File: src/rtl/alu_pkg.sv
// alu_pkg: shared definitions for the clocked 65C02-style ALU (alu_seq).
//
// Contents:
//   alu_op_e     - 4-bit operation codes (0x0..0xC legal, 0xD..0xF illegal)
//   ST_*         - FSM state encodings, also wrapped in alu_state_e
//   FLAG_*       - bit positions of {N,V,Z,C} inside flag_mask
//   MASK_*       - the flag-mask values used by the operation groups
package alu_pkg;

    typedef enum logic [3:0] {
        OP_AND = 4'h0,
        OP_ORA = 4'h1,
        OP_EOR = 4'h2,
        OP_ADC = 4'h3,
        OP_SBC = 4'h4,
        OP_ASL = 4'h5,
        OP_LSR = 4'h6,
        OP_ROL = 4'h7,
        OP_ROR = 4'h8,
        OP_BIT = 4'h9,
        OP_CMP = 4'hA,
        OP_TSB = 4'hB,
        OP_TRB = 4'hC
    } alu_op_e;

    localparam logic [1:0] ST_IDLE = 2'd0;
    localparam logic [1:0] ST_DEC  = 2'd1;
    localparam logic [1:0] ST_RES  = 2'd2;

    typedef enum logic [1:0] {
        IDLE = ST_IDLE,
        DEC  = ST_DEC,
        RES  = ST_RES
    } alu_state_e;

    // Bit positions inside flag_mask = {N,V,Z,C}.
    localparam int FLAG_N = 3;
    localparam int FLAG_V = 2;
    localparam int FLAG_Z = 1;
    localparam int FLAG_C = 0;

    localparam logic [3:0] MASK_NONE = 4'b0000;
    localparam logic [3:0] MASK_NZ   = 4'b1010;
    localparam logic [3:0] MASK_NZC  = 4'b1011;
    localparam logic [3:0] MASK_NVZ  = 4'b1110;
    localparam logic [3:0] MASK_NVZC = 4'b1111;
    localparam logic [3:0] MASK_Z    = 4'b0010;

endpackage

File: src/rtl/bcd_nibble_addsub.sv
// bcd_nibble_addsub: one decimal digit of a BCD add or subtract.
//
// Ports:
//   a, b  in  4  operand digits
//   cin   in  1  carry in (add) / not-borrow in (subtract)
//   sub   in  1  1 = a - b, 0 = a + b
//   sum   out 4  corrected digit
//   cout  out 1  decimal carry out (add) / not-borrow out (subtract)
//
// Purely combinational. Subtraction uses the 6502 convention: a + ~b + cin,
// where a carry out of the nibble means "no borrow". Non-BCD digits are
// corrected by the same rule without any error indication.
module bcd_nibble_addsub (
    input  logic [3:0] a,
    input  logic [3:0] b,
    input  logic       cin,
    input  logic       sub,
    output logic [3:0] sum,
    output logic       cout
);

    logic [3:0] b_eff;
    logic [4:0] raw;

    always_comb begin
        b_eff = sub ? ~b : b;
        raw   = {1'b0, a} + {1'b0, b_eff} + {4'b0000, cin};
        if (sub) begin
            // A borrowed digit wrapped through 16; pull it back into 0..9.
            cout = raw[4];
            sum  = raw[4] ? raw[3:0] : (raw[3:0] - 4'd6);
        end else if (raw > 5'd9) begin
            // Skip the six unused codes A..F and ripple a decimal carry.
            cout = 1'b1;
            sum  = raw[3:0] + 4'd6;
        end else begin
            cout = 1'b0;
            sum  = raw[3:0];
        end
    end

endmodule

File: src/rtl/alu_seq.sv
// alu_seq: clocked 65C02 ALU with start/done handshake and registered outputs.
//
// Optional feature macro: ALU_DECIMAL_EN
//   defined   - decimal ADC/SBC is corrected one nibble per cycle in DEC
//   undefined - d_in is ignored, ADC/SBC are binary, busy is tied low
//
// Ports:
//   fclk, resb           clock, asynchronous active-high reset
//   start, op            request and 4-bit op code (alu_pkg::alu_op_e)
//   a_in, b_in           accumulator / data-bus operands (WIDTH bits)
//   c_in, d_in           carry and decimal flags
//   n_in, v_in           current N/V, passed through for flags not written
//   busy                 high while a decimal sequence runs (start ignored)
//   done                 one-cycle pulse; result/flags valid
//   result, dest_mem     registered result; 1 = write back to memory
//   n_out..c_out         registered flags
//   flag_mask            {N,V,Z,C} flags the PSR must update
//
// Handshake: start is accepted on a rising edge of fclk whenever busy=0
// (IDLE or RES). Operands, c_in and d_in are sampled on that edge only.
// done is high for exactly the one cycle spent in RES; a start seen in RES
// chains the next operation with no idle gap.
//
// WIDTH must be a multiple of 4 and at least 8.
module alu_seq
    import alu_pkg::*;
#(
    parameter int WIDTH = 8
) (
    input  logic             fclk,
    input  logic             resb,
    input  logic             start,
    input  logic [3:0]       op,
    input  logic [WIDTH-1:0] a_in,
    input  logic [WIDTH-1:0] b_in,
    input  logic             c_in,
    input  logic             d_in,
    input  logic             n_in,
    input  logic             v_in,
    output logic             busy,
    output logic             done,
    output logic [WIDTH-1:0] result,
    output logic             dest_mem,
    output logic             n_out,
    output logic             v_out,
    output logic             z_out,
    output logic             c_out,
    output logic [3:0]       flag_mask
);

    alu_state_e state;
    alu_op_e    op_e;

    assign op_e = alu_op_e'(op);

    // ------------------------------------------------------------------
    // Single-cycle result, computed straight from the live inputs so that
    // the accepting edge can load it directly into the output registers.
    // ------------------------------------------------------------------
    logic [WIDTH-1:0] addend;
    logic [WIDTH:0]   sum_ext;
    logic [WIDTH:0]   cmp_ext;
    logic             add_v;
    logic [WIDTH-1:0] bin_res;
    logic             bin_n;
    logic             bin_v;
    logic             bin_z;
    logic             bin_c;
    logic             bin_dest;
    logic [3:0]       bin_mask;

    always_comb begin
        addend  = (op_e == OP_SBC) ? ~b_in : b_in;
        sum_ext = {1'b0, a_in} + {1'b0, addend} + {{WIDTH{1'b0}}, c_in};
        cmp_ext = {1'b0, a_in} + {1'b0, ~b_in} + {{WIDTH{1'b0}}, 1'b1};
        // Overflow: both addends share a sign that the sum does not.
        add_v   = (a_in[WIDTH-1] == addend[WIDTH-1]) &&
                  (sum_ext[WIDTH-1] != a_in[WIDTH-1]);

        bin_res  = a_in;
        bin_n    = n_in;
        bin_v    = v_in;
        bin_z    = ~|a_in;
        bin_c    = c_in;
        bin_dest = 1'b0;
        bin_mask = MASK_NONE;

        case (op_e)
            OP_AND, OP_ORA, OP_EOR: begin
                if (op_e == OP_AND)      bin_res = a_in & b_in;
                else if (op_e == OP_ORA) bin_res = a_in | b_in;
                else                     bin_res = a_in ^ b_in;
                bin_n    = bin_res[WIDTH-1];
                bin_z    = ~|bin_res;
                bin_mask = MASK_NZ;
            end
            OP_ADC, OP_SBC: begin
                bin_res  = sum_ext[WIDTH-1:0];
                bin_c    = sum_ext[WIDTH];
                bin_v    = add_v;
                bin_n    = bin_res[WIDTH-1];
                bin_z    = ~|bin_res;
                bin_mask = MASK_NVZC;
            end
            OP_ASL, OP_LSR, OP_ROL, OP_ROR: begin
                case (op_e)
                    OP_ASL:  {bin_c, bin_res} = {b_in, 1'b0};
                    OP_LSR:  {bin_res, bin_c} = {1'b0, b_in};
                    OP_ROL:  {bin_c, bin_res} = {b_in, c_in};
                    default: {bin_res, bin_c} = {c_in, b_in};
                endcase
                bin_n    = bin_res[WIDTH-1];
                bin_z    = ~|bin_res;
                bin_dest = 1'b1;
                bin_mask = MASK_NZC;
            end
            OP_BIT: begin
                bin_n    = b_in[WIDTH-1];
                bin_v    = b_in[WIDTH-2];
                bin_z    = ~|(a_in & b_in);
                bin_mask = MASK_NVZ;
            end
            OP_CMP: begin
                bin_c    = cmp_ext[WIDTH];
                bin_n    = cmp_ext[WIDTH-1];
                bin_z    = ~|cmp_ext[WIDTH-1:0];
                bin_mask = MASK_NZC;
            end
            OP_TSB, OP_TRB: begin
                bin_res  = (op_e == OP_TSB) ? (a_in | b_in) : (~a_in & b_in);
                bin_z    = ~|(a_in & b_in);
                bin_dest = 1'b1;
                bin_mask = MASK_Z;
            end
            default: ;
        endcase
    end

    // ------------------------------------------------------------------
    // Decimal datapath: one shared nibble corrector stepped over the digits.
    // ------------------------------------------------------------------
    logic start_dec;

`ifdef ALU_DECIMAL_EN
    localparam int NIBBLES = WIDTH / 4;
    localparam int CNT_W   = (NIBBLES > 1) ? $clog2(NIBBLES) : 1;
    localparam logic [CNT_W-1:0] LAST_NIB = CNT_W'(NIBBLES - 1);

    logic [CNT_W-1:0] nib_cnt;
    logic [WIDTH-1:0] dec_a;
    logic [WIDTH-1:0] dec_b;
    logic [WIDTH-1:0] dec_acc;
    logic [WIDTH-1:0] dec_full;
    logic [WIDTH-1:0] a_sh;
    logic [WIDTH-1:0] b_sh;
    logic             dec_sub;
    logic             dec_carry;
    logic             dec_v;
    logic [3:0]       nib_sum;
    logic             nib_cout;

    assign start_dec = d_in && ((op_e == OP_ADC) || (op_e == OP_SBC));

    always_comb begin
        a_sh     = dec_a >> {nib_cnt, 2'b00};
        b_sh     = dec_b >> {nib_cnt, 2'b00};
        // dec_acc is cleared at capture and each digit is written once,
        // so OR-ing the new digit into place is enough.
        dec_full = dec_acc | ({{(WIDTH-4){1'b0}}, nib_sum} << {nib_cnt, 2'b00});
    end

    bcd_nibble_addsub u_nibble (
        .a    (a_sh[3:0]),
        .b    (b_sh[3:0]),
        .cin  (dec_carry),
        .sub  (dec_sub),
        .sum  (nib_sum),
        .cout (nib_cout)
    );

    always_ff @(posedge fclk or posedge resb) begin
        if (resb) begin
            nib_cnt   <= '0;
            dec_a     <= '0;
            dec_b     <= '0;
            dec_acc   <= '0;
            dec_sub   <= 1'b0;
            dec_carry <= 1'b0;
            dec_v     <= 1'b0;
        end else if (state != DEC) begin
            if (start && start_dec) begin
                nib_cnt   <= '0;
                dec_a     <= a_in;
                dec_b     <= b_in;
                dec_acc   <= '0;
                dec_sub   <= (op_e == OP_SBC);
                dec_carry <= c_in;
                // V is defined on the binary sum of the original operands.
                dec_v     <= add_v;
            end
        end else begin
            dec_acc   <= dec_full;
            dec_carry <= nib_cout;
            nib_cnt   <= (nib_cnt == LAST_NIB) ? '0 : nib_cnt + 1'b1;
        end
    end

    assign busy = (state == DEC);
`else
    logic unused_d;

    assign start_dec = 1'b0;
    assign unused_d  = d_in;
    assign busy      = 1'b0;
`endif

    assign done = (state == RES);

    // ------------------------------------------------------------------
    // Control FSM and output registers. Outputs only change on the edge
    // that enters RES and are held until the next one.
    // ------------------------------------------------------------------
    always_ff @(posedge fclk or posedge resb) begin
        if (resb) begin
            state     <= IDLE;
            result    <= '0;
            dest_mem  <= 1'b0;
            n_out     <= 1'b0;
            v_out     <= 1'b0;
            z_out     <= 1'b0;
            c_out     <= 1'b0;
            flag_mask <= '0;
        end else begin
            case (state)
                IDLE, RES: begin
                    if (!start) begin
                        state <= IDLE;
                    end else if (start_dec) begin
                        state <= DEC;
                    end else begin
                        state     <= RES;
                        result    <= bin_res;
                        dest_mem  <= bin_dest;
                        n_out     <= bin_n;
                        v_out     <= bin_v;
                        z_out     <= bin_z;
                        c_out     <= bin_c;
                        flag_mask <= bin_mask;
                    end
                end
`ifdef ALU_DECIMAL_EN
                DEC: begin
                    if (nib_cnt == LAST_NIB) begin
                        state     <= RES;
                        result    <= dec_full;
                        dest_mem  <= 1'b0;
                        n_out     <= dec_full[WIDTH-1];
                        v_out     <= dec_v;
                        z_out     <= ~|dec_full;
                        c_out     <= nib_cout;
                        flag_mask <= MASK_NVZC;
                    end
                end
`endif
                default: state <= IDLE;
            endcase
        end
    end

endmodule

File: config.mk
export PLATFORM = sky130hd
export DESIGN_NAME = alu_seq
export DESIGN_NICKNAME = d
export VERILOG_FILES = /design/src/rtl/alu_pkg.sv /design/src/rtl/bcd_nibble_addsub.sv /design/src/rtl/alu_seq.sv
export SDC_FILE = /design/constraint.sdc
export NUM_CORES = 1
export LEC_CHECK = 0
export ABC_AREA = 1
export CELL_PAD_IN_SITES_DETAIL_PLACEMENT = 2
export CELL_PAD_IN_SITES_GLOBAL_PLACEMENT = 2
export CORE_UTILIZATION = 31
export DETAILED_ROUTE_END_ITERATION = 6
export GPL_TIMING_DRIVEN = 0
export MAX_ROUTING_LAYER = met4
export PLACE_DENSITY = 0.92
export SYNTH_ARGS = -nofsm -noshare
export SYNTH_HDL_FRONTEND = slang
export SYNTH_HIERARCHICAL = 1
export SYNTH_SLANG_ARGS = --single-unit
File: constraint.sdc
create_clock -name fclk -period 1.2 [get_ports fclk]
set_input_delay 0.24 -clock fclk [delete_from_list [all_inputs] [get_ports fclk]]
set_output_delay 0.24 -clock fclk [all_outputs]
set_load 0.02 [all_outputs]
After elaboration in Yosys (flattened, before gate mapping)
Cells that the tools add are included.
- register bits: 19
- latch bits: 0
- bits in writable memories: 0
- ROM bits: 0
- input bits: 27
- output and inout port bits: 19
- word-level logic and storage cells: 75
- memories kept: 0
- $add $sub $neg: 4
- multiply operators: 0
- divide/modulo/power cells: 0
- magnitude comparators: 0
- equal/unequal tests: 15
- shift operators: 0
- muxes and demuxes: 17
- bitwise operators: 6
- reduce and logical (&&, ||, !) cells: 25
- operators by type and width (cell ; count):
    8-bit 2-to-1 mux ; 6
    8-bit OR reduction ; 6
    8-bit case mux with 4 select lines ; 1
    8-bit case mux with 3 select lines ; 1
    4-bit == test (second input constant) ; 5
    4-bit case mux with 5 select lines ; 1
    8-bit by 8-bit adder with 9-bit output ; 2
    8-bit AND ; 2
    4-bit by 3-bit == test with 1-bit output (second input constant) ; 4
    8-bit NOT ; 2
    1-bit case mux with 5 select lines ; 2
    9-bit by 1-bit adder with 9-bit output ; 1
    9-bit by 1-bit adder with 9-bit output (second input constant) ; 1
    4-bit by 2-bit == test with 1-bit output (second input constant) ; 2
    8-bit bitwise OR ; 1
    2-bit OR reduction ; 4
    8-bit XOR ; 1
    1-bit zero test ; 6
    3-bit OR reduction ; 2
    6-bit OR reduction ; 1
    5-bit OR reduction ; 1
    4-bit by 1-bit == test with 1-bit output (second input constant) ; 1
    4-bit zero test ; 1
    2-bit 2-to-1 mux ; 2
    other kinds (10) ; 11

Depth between registers and ports, before layout
- word-level depth: 7
- depth in mapped cells: 18
- mapped depth without buffers: 17

Worst setup path after synthesis
OpenSTA, ideal clock, no wires.
- path kind: in2reg
- start point: in op[2]
- end point: reg z_out
- library setup time: 113 ps
- arrival: 2489 ps
- required time: 1087 ps
- slack: -1401 ps
- stages: 17
- path buffers: 1
- cells stage by stage: buf_6 > clkinv_2 > nor2_4 > nand2_4 > xor2_1 > fa_1 > fa_1 > nand3b_1 > nand2_1 > nand2_1 > nand2_1 > xor2_1 > nor2_1 > nand2_1 > nand4_1 > nand2_1 > inv_1
- longest elaborated chain between the ends: 7
- elaborated cells between the ends (all ways): 32
- RTL lines (what ; line ; text):
    from (decl) ; alu_seq.sv:33 ; input logic [3:0] op,
    4-bit by 3-bit == test with 1-bit output / 4-bit by 1-bit == test with 1-bit output (equally long branches) ; alu_seq.sv:73, alu_seq.sv:88, alu_seq.sv:91 ;
    8-bit 2-to-1 mux, on equally long branches ; alu_seq.sv:73, alu_seq.sv:91 ;
    8-bit by 8-bit adder with 9-bit output / 8-bit 2-to-1 mux (equally long branches) ; alu_seq.sv:74, alu_seq.sv:90 ;
    9-bit by 1-bit adder with 9-bit output / 8-bit 2-to-1 mux (equally long branches) ; alu_seq.sv:74, alu_seq.sv:88 ;
    8-bit OR reduction, on equally long branches ; alu_seq.sv:102, alu_seq.sv:94 ;
    1-bit zero test, on equally long branches ; alu_seq.sv:102, alu_seq.sv:94 ;
    1-bit case mux with 5 select lines (*) ; alu_seq.sv:88 ; case (op_e)
    to (signal assigned) ; alu_seq.sv:246 ; z_out <= bin_z;
    to (decl) ; alu_seq.sv:46 ; output logic z_out,
Mark *: on every way between the ends. The rest lies on a longest branch, timed or not. The select of a mux whose other input is x is not followed.
A chain may end at the register's enable or synchronous reset.

Worst setup path in the final report
Same ends and word-level chain as after synthesis.

==> flow_metrics.tcl <==
set metrics [dict create \
    period_needed_ns 2.41 \
    port_buffers 42 \
    seq_power_share_pct 24.7 \
    dr.pass1.iters 4 \
    die-area_sq_um 9510 \
    io_pins 46 \
    slew_headroom_pct 52.4 \
    status "finished, violations left" \
    final_common_cell "nand2_1" \
    endpoint_kind "flip-flop" \
    synth_top_family_by_area "simple AND/OR/NAND/NOR gates" \
    core_sq_um 8760 \
    slew_violations 0 \
    cts-root-buf "clkbuf_8" \
    multi_input_area_sq_um 2290 \
    drt_iter0_markers 132 \
    synth-seq-area-share_pct 15.9 \
    synth-edff-count 0 \
    ys_ff_latch 18 \
    grt_max_degree 19 \
    clock_skew_ns 0 \
    clockPowerShare_pct 14.8 \
    yosys_most_used_dff "dfrtp_1" \
    die_h_um 97.5 \
    p_total_w 0.00296 \
    fill_cells 1046 \
    maxCapViolCount 0 \
    synth_compound_area_share_pct 13.8 \
    syn_nets 514 \
    synth_mux_area_share_pct 0 \
    hold_violations 0 \
    syn_avg_cell_area_sq_um 6.24 \
    worstSetupPathType "in2reg" \
    remaining_drc_errors 0 \
    clock_path_buffers 2 \
    grt_pass1_vias 3719 \
    numCtsBuffers 3 \
    required_ns 1.36 \
    syn_inst 453 \
    hpwl_mm 9.81 \
    synth-xor-area-share_pct 3.72 \
    num_vias 3435 \
    fin_crit_sh_pct 201 \
    fin_ws_ns -1.21 \
    min_path_type "in2reg" \
    viasPerCell 5.46 \
    drive_gt1_share_pct 23.8 \
    max_freq_ghz 0.415 \
    p_per_area_nw_per_um2 772 \
    synth_adder_area_share_pct 15.8 \
    comb_power_share_pct 60.5 \
    wl_mm 13.4 \
    p_leak_nw 2.00 \
    mostFrequentLayoutCells "nand2_1 (131), inv_1 (50), nor2_1 (32)" \
    insertedDiodeCount 0 \
    die_w_um 97.5 \
    fin_nets 584 \
    whs_ns 0.349 \
    critPathLaunchType "primary input" \
    post-route-util_pct 43.7 \
    p_switching_w 0.00139 \
    synth_top_area_share_pct 19.1 \
    p_int_w 0.00157 \
    gr-total-overflow 0 \
    finalSetupViolations 12 \
    ant_nets 0 \
    arrival_ns 2.57 \
    ir_drop_mv 0.432 \
    synth-simple-area-share_pct 39.9 \
    rsz0062_at_grt "true" \
    cts_tree "yes" \
    cts.clk_slew.worst_paths_ns 0.07 \
    regArea_sq_um 450 \
    yosysTopAreaCell "nand2_1" \
    tightest_slew_ns 0.713 \
    num_rows 34 \
    violations "setup timing" \
    synth_area_leaders "nand2_1 (19%), dfrtp_1 (16%), ha_1 (14%)" \
    synth.cell_area_sq_um 2830 \
    h-tree-depth 1 \
    yosys_warnings 6 \
    ctsHoldBuffers 0 \
    numClockSinks 18 \
    grt_use_total_pct 27.4 \
    start_util_pct 32.3 \
    clock_latency_ns 0.25 \
    synth_cell_types 42 \
    gp_congestion 0.930 \
    area_delta_synth_final_pct 35.5 \
    async_reset_ff_share_pct 100 \
    crit_path_max_fanout 2 \
    wire_per_inst_um 21.4 \
    grt_pass1_wl_mm 19.7 \
    swShare_pct 47.1 \
    antenna_found_initial 0 \
]
[per-layer routing]
metal  wire length (um)  vias to the layer above  track usage, %
met2               7110                      105            48.2
met4                462                        0            9.95
li1                   -                     1584               -
met5                  0                        -               -
met1               5280                     1712            32.3
met3                585                       34            2.73
[power by group through the flow]
stage / clock network (W) / logic, W / registers [W]
2_1_floorplan: 0 / 0.000824 / 0.000839
3_3_place_gp: 0 / 0.00145 / 0.000738
3_5_place_dp: 0 / 0.00153 / 0.000742
4_1_cts: 0.000441 / 0.00164 / 0.000730
5_1_grt: 0.000478 / 0.00192 / 0.000739
6_report: 0.000437 / 0.00179 / 0.000732
[cells in the mapped netlist (4+ instances only)]
master and number:
xor2_1 10, o21ai_0 21, inv_1 58, nand2_1 144, o21ai_1 11, o211ai_1 4, a21oi_1 16, nand3b_1 5
dfrtp_1 18, nand4_1 5, inv_2 5, nor3_1 5, nor2_2 4, nand3_1 30, nor2_1 39, ha_1 31
[layout make-up]
class | count | area share, %
buffer | 7 | 1.73
clock buffer | 3 | 1.08
multi-input combinational | 362 | 59.8
sequential | 18 | 11.7
timing repair buffer | 65 | 15.1
inverter | 66 | 7.02
tap | 108 | 3.52
[worst max-delay path: stages]
cell      delay (ns)
buf_12          0.09
clkinv_8        0.04
nor2_4          0.11
nand2_4         0.08
xor2_2          0.16
fa_2            0.36
fa_2            0.37
nand3b_1        0.23
nand2_1         0.13
nand2_1         0.07
nand2_2         0.11
xor2_2          0.22
nor2_2          0.07
nand2_1         0.07
nand4_1         0.10
nand2_1         0.08
inv_1           0.04
[logic make-up (layout without fill, tap and decap cells)]
group,count (synthesis),after routing
buffers and inverters,73,141
other,1,1
AO/OA/AOI/OAI,64,64
flip-flops,18,18
adder cells (fa/ha/maj),34,34
XOR/XNOR,12,12
AND/OR/NAND/NOR,251,251
[per-stage QoR]
| stage | setup TNS, ns | instance area, sq um | instances | worst slack, ns |
|---|---|---|---|---|
| 6_report | -11.34 | 3830 | 629 | -1.21 |
| 5_1_grt | -12.24 | 3830 | 629 | -1.33 |
| 4_1_cts | -11.05 | 3700 | 622 | -1.18 |
| 3_5_place_dp | -25.46 | 3420 | 603 | -2.23 |
| 3_3_place_gp | -23.52 | 3420 | 603 | -2.13 |
| 2_1_floorplan | -10.99 | 2860 | 453 | -1.23 |
[path summary, 6_finish.rpt]
check	end	start	depth (start not counted)	slack, ns
worst max register to register	z_out	z_out	3	0.33
max in group asynchronous	c_out	resb	2	0.34
worst max-delay path	z_out	op[2]	17	-1.21
worst min-delay path	flag_mask[3]	op[3]	3	0.35
min in group asynchronous	flag_mask[1]	resb	2	0.40
worst min register to register	result[7]	result[7]	2	0.49
[state kept, by name, indices dropped and copies added, names as in the netlist]
signal and count:
dest_mem 1, v_out 1, c_out 1, flag_mask 4, state 1, n_out 1
z_out 1, result 8
[what timing repair did]
item / in CTS / in global routing
gates cloned: 0 / 0
endpoints found under the hold margin: 0 / 0
pin swaps: 22 / 22
resized for setup: 106 / 50
setup endpoints to repair: 35 / 30
buffers inserted: 16 / 7
Power figures use the tool's default switching activity.
